File: config.mk
export PLATFORM = sky130hd
export DESIGN_NAME = addsub_result_buffer
export DESIGN_NICKNAME = d
export VERILOG_FILES = /design/src/rtl/addsub_pkg.sv /design/src/rtl/addsub_flag_gen.sv /design/src/rtl/addsub_result_buffer.sv
export SDC_FILE = /design/constraint.sdc
export NUM_CORES = 1
export LEC_CHECK = 0
export ABC_AREA = 1
export BUFFER_PORTS_ARGS = -buffer_cell sky130_fd_sc_hd__buf_2
export CAP_MARGIN = 20
export CORE_ASPECT_RATIO = 0.6
export CORE_MARGIN = 10
export CORE_UTILIZATION = 52
export CTS_BUF_LIST = sky130_fd_sc_hd__clkbuf_16
export CTS_CLUSTER_SIZE = 16
export DETAILED_ROUTE_END_ITERATION = 12
export PLACE_DENSITY = 0.79
export SYNTH_ARGS = -nofsm -noshare
export SYNTH_HDL_FRONTEND = slang
export SYNTH_HIERARCHICAL = 1
export SYNTH_SLANG_ARGS = --single-unit
export TNS_END_PERCENT = 100
File: constraint.sdc
create_clock -name clk -period 1.3 [get_ports clk]
set_clock_uncertainty 0.05 [all_clocks]
set_input_delay 0.065 -clock clk [delete_from_list [all_inputs] [get_ports clk]]
set_output_delay 0.065 -clock clk [all_outputs]
set_load 0.02 [all_outputs]
File: src/rtl/addsub_pkg.sv
// Shared definitions for the adder/subtractor datapath and its result buffer.
// Latency: n/a (types and constants only).
// Backpressure: n/a.
package addsub_pkg;

  // Occupancy of the two-entry result buffer.
  typedef enum logic [1:0] {
    EMPTY = 2'd0,
    ONE   = 2'd1,
    FULL  = 2'd2
  } buf_state_t;

  // Bit positions inside the 4-bit {N,Z,C,V} flag word.
  localparam int FLAG_N = 3;
  localparam int FLAG_Z = 2;
  localparam int FLAG_C = 1;
  localparam int FLAG_V = 0;

  // Operation select, shared with the adder/subtractor top.
  localparam logic OP_ADD = 1'b0;
  localparam logic OP_SUB = 1'b1;

endpackage

File: src/rtl/addsub_flag_gen.sv
// Status flag generator: N/Z/C/V from operands, op select, result and carry.
// Latency: purely combinational, zero cycles.
// Backpressure: none, no state.
// Ports: a, b (operands), sel (OP_ADD/OP_SUB), s (result), cout (carry/borrow)
//        -> flags {N,Z,C,V}.
module addsub_flag_gen
  import addsub_pkg::*;
#(
  parameter int N = 4
) (
  input  logic [N-1:0] a,
  input  logic [N-1:0] b,
  input  logic         sel,
  input  logic [N-1:0] s,
  input  logic         cout,
  output logic [3:0]   flags
);

  logic same_sign;

  // Subtracting B flips its effective sign, so overflow in A-B needs
  // operands of opposite sign; in A+B it needs operands of the same sign.
  // Either way the result sign must differ from A.
  assign same_sign = (a[N-1] == b[N-1]);

  always_comb begin
    flags         = '0;
    flags[FLAG_N] = s[N-1];
    flags[FLAG_Z] = (s == '0);
    flags[FLAG_C] = cout;
    flags[FLAG_V] = ((sel == OP_SUB) ? !same_sign : same_sign) && (s[N-1] != a[N-1]);
  end

endmodule

File: src/rtl/addsub_result_buffer.sv
// Result buffer: captures {S,cout} plus flags into a 2-entry in-order queue.
// Latency: push into an empty buffer is visible at the output the next cycle.
// Backpressure: valid/ready; in_ready depends on occupancy only (low when full).
// Ports: clk, rst_n; in_valid/in_ready with in_a, in_b, in_sel, in_s, in_cout;
//        out_valid/out_ready with out_s, out_flags; op_count (accepted pushes).
module addsub_result_buffer
  import addsub_pkg::*;
#(
  parameter int N  = 4,
  parameter int CW = 8
) (
  input  logic          clk,
  input  logic          rst_n,
  input  logic          in_valid,
  output logic          in_ready,
  input  logic [N-1:0]  in_a,
  input  logic [N-1:0]  in_b,
  input  logic          in_sel,
  input  logic [N-1:0]  in_s,
  input  logic          in_cout,
  output logic          out_valid,
  input  logic          out_ready,
  output logic [N-1:0]  out_s,
  output logic [3:0]    out_flags,
  output logic [CW-1:0] op_count
);

  buf_state_t   state, state_nxt;
  logic [3:0]   in_flags;
  logic         push, pop;
  logic         load_head_in, load_head_tail, load_tail;
  logic [N-1:0] head_s, tail_s;
  logic [3:0]   head_f, tail_f;

  addsub_flag_gen #(.N(N)) u_flag_gen (
    .a     (in_a),
    .b     (in_b),
    .sel   (in_sel),
    .s     (in_s),
    .cout  (in_cout),
    .flags (in_flags)
  );

  assign in_ready  = (state != FULL);
  assign out_valid = (state != EMPTY);
  assign push      = in_valid && in_ready;
  assign pop       = out_valid && out_ready;

  always_ff @(posedge clk or negedge rst_n) begin
    if (!rst_n) state <= EMPTY;
    else        state <= state_nxt;
  end

  // The head register always holds the oldest entry; the tail is only
  // occupied in FULL.
  always_comb begin
    state_nxt      = state;
    load_head_in   = 1'b0;
    load_head_tail = 1'b0;
    load_tail      = 1'b0;
    case (state)
      EMPTY: begin
        if (push) begin
          state_nxt    = ONE;
          load_head_in = 1'b1;
        end
      end
      ONE: begin
        case ({push, pop})
          2'b10: begin
            state_nxt = FULL;
            load_tail = 1'b1;
          end
          2'b01:   state_nxt = EMPTY;
          // Head leaves and the new entry replaces it in the same cycle.
          2'b11:   load_head_in = 1'b1;
          default: state_nxt = ONE;
        endcase
      end
      FULL: begin
        if (pop) begin
          state_nxt      = ONE;
          load_head_tail = 1'b1;
        end
      end
      default: state_nxt = EMPTY;
    endcase
  end

  always_ff @(posedge clk or negedge rst_n) begin
    if (!rst_n) begin
      head_s   <= '0;
      head_f   <= '0;
      tail_s   <= '0;
      tail_f   <= '0;
      op_count <= '0;
    end else begin
      if (load_head_in) begin
        head_s <= in_s;
        head_f <= in_flags;
      end else if (load_head_tail) begin
        head_s <= tail_s;
        head_f <= tail_f;
      end
      if (load_tail) begin
        tail_s <= in_s;
        tail_f <= in_flags;
      end
      if (push) op_count <= op_count + CW'(1);
    end
  end

  assign out_s     = head_s;
  assign out_flags = head_f;

endmodule

==> impl_metrics.toml <==
[logic_synthesis]
avgSynthCellArea_um2 = 7.75
ys.flop_type = "dfrtp_1"
synth_edf_count = 0
async_reset_ff_share_pct = 100
synth_cells = 183
yosys-top-cells-area = "dfrtp_1 (46%), nand2_1 (19%), inv_1 (6.9%)"
synth_area_um2 = 1420
yosysWarnings = 6
synth_top_area_share_pct = 45.9
netlist.top_cell.by_area = "dfrtp_1"
ys_types = 19
ys_ff_latch = 26
ys_seq_area_share_pct = 45.9
synth_nets = 202

[timing]
grt_setup_unrepaired = "true"
finalCriticalPeriod_ns = 1.28
relSlewSlack_pct = 61.9
setup-violations-final = 0
drv_slew = 0
fin_crit_sh_pct = 98.6
finalHoldViolCount = 0
hold-worst-slack_ns = 0.0340
worst_pin_slew_ns = 0.571
clock.fmax_mhz = 780

[grt]
gr-total-overflow = 0
track_usage_pct = 12.4
grt_pass1_vias = 1158
grt_max_degree = 27
antenna_found_initial = 0
grt_pass1_wl_um = 5290

[setup_path]
start_kind = "flip-flop"
endpoint_kind = "flip-flop"
worstPathArrival_ns = 1.38
crit_type = "flip-flop to flip-flop"
worstPathRequired_ns = 1.40
slowest_stage = "dfrtp_2"
path_max_fanout = 12
critical-path-max-stage-delay_ns = 0.47
crit_chain = "nor2_4 > o21ai_4 > buf_12 > buf_4 > nand3_1 > nand2_1"

[finish]
layout.cells.non_filler = 248
final_nets = 236
layout-drive-gt1-share_pct = 27.3
diodes = 0
final_util_pct = 66.9
syn_to_final_growth_pct = 20.6

[route]
wirelength_um = 3390
via_per_inst = 5.15
postRouteAntennaNets = 0
drtIter0Drc = 104
drt_pre_antenna_iters = 4
vias = 1277
drc = 0
routedWlPerCell_um = 13.7

[clocking]
insertion_delay_ns = 0.26
cts_tree = "built"
path_clk_slew_ns = 0.06
cts.path.max_buffers = 2
htree_num_levels = 1
cts_root_buf = "clkbuf_16"
clkSinkCount = 26
numCtsBuffers = 3

[power]
p_total_mw = 3.07
p_leak_nw = 0.926
peakVddDrop_uv = 887
powerDensity_nw_per_um2 = 1790

[placed_design]
post-place-cells = 240
portBuffers = 29
gp_congestion = 0.777
dp_hpwl_um = 2440

[hold_path]
hold_class = "input port to flip-flop"

[die]
initial_core_util_pct = 55.5
die_area_um2 = 5290
io_pins = 36
die_w_um = 87.4
std_cell_rows = 14
die_h_um = 60.5
core_um2 = 2560

[run]
drv_cap = 0

[outcome]
status = "completed"
-- layout make-up --
class | instances | area [µm²]
multi-input combinational | 122 | 624
timing repair buffer | 34 | 198
sequential | 26 | 653
clock buffer | 3 | 75.1
inverter | 30 | 118
tap | 32 | 40.0
fill | 188 | 846
clock inverter | 1 | 3.75
-- where the power goes --
group	switching, mW	leakage (nW)	internal, mW	total (mW)
combinational	0.706	0.567	0.397	1.10
clock	0.266	0.0385	0.411	0.678
sequential	0.230	0.321	1.06	1.29
-- timing repair --
item	CTS	global route
hold buffers	1	0
gates resized for setup	3	7
hold endpoints to repair	26	0
setup buffers	0	3
pin swaps	0	2
setup endpoints to repair	4	18
-- layer usage --
metal / part of all wire [%] / vias to the layer above / wire, µm / GRT usage, %
met3: 5.6 / 4 / 189 / 3.34
met4: 1.3 / 0 / 45 / 4.07
met2: 51 / 38 / 1720 / 21.4
li1: - / 632 / - / -
met1: 42 / 603 / 1440 / 14.8
met5: 0 / - / 0 / 0
-- sequential cells by signal, indices dropped and copies added, names as in the netlist --
signal / flops
out_flags: 4
tail_s: 4
tail_f: 4
state: 2
op_count: 8
out_s: 4
-- logic make-up (layout without fill, tap and decap cells) --
kind of cell,count (synthesis),count (layout),share of synthesized area [%]
buffers and inverters,35,68,11.4
DFF,26,26,45.9
adders and majority gates,1,1,0.882
and+or+nand+nor,102,102,31.5
xor gates and xnor gates,3,3,1.85
AOI/OAI and AO/OA,16,16,8.55
-- metrics by stage --
stage          setup TNS (ns)  instance area, µm²  setup slack [ns]
2_1_floorplan               0                1420            0.0334
3_3_place_gp                0                1560            0.0522
3_5_place_dp          -0.0202                1560           -0.0122
4_1_cts                     0                1660            0.0155
5_1_grt               -0.0234                1710           -0.0178
6_report                    0                1710            0.0185
-- critical path, delay by kind of cell, from the launching register on --
family	cells	cell delay [ns]
AOI/OAI and AO/OA	1	0.09
DFF	1	0.47
buffers and inverters	2	0.30
and+or+nand+nor	3	0.26
-- layout by cell type, fill, tap and decap left out, drive strengths merged, types with 2 or more instances in the layout --
cell / instances
inv: 30
dfrtp: 26
nor2: 8
xor2: 3
nand4: 2
nand3: 18
clkbuf: 3
buf: 33
nand2: 73
o21ai: 16
-- synth_stat cells (2+ instances only) --
library cell / instances
nand2_1: 70
dfrtp_1: 26
inv_1: 26
nand3_1: 17
o21ai_2: 8
o21ai_0: 7
nor2_1: 6
inv_2: 4
buf_6: 3
xor2_1: 3
buf_4: 2
nand2_2: 2
nand4_1: 2
nor2_4: 2
-- final timing paths --
kind	start	endpoint	slack (ns)	depth (start not counted)
hold / removal	in_s[0]	tail_s[0]$_DFFE_PN0P_	0.03	3
max in group asynchronous	rst_n	op_count[2]$_DFFE_PN0P_	0.50	2
min in group asynchronous	rst_n	out_flags[0]$_DFFE_PN0P_	0.29	2
setup / recovery	state[1]$_DFFE_PN0P_	out_flags[2]$_DFFE_PN0P_	0.02	6
setup reg to reg	state[1]$_DFFE_PN0P_	out_flags[2]$_DFFE_PN0P_	0.02	6
hold reg to reg	tail_s[1]$_DFFE_PN0P_	tail_s[1]$_DFFE_PN0P_	0.43	2
(Power assumes the default switching activity.)
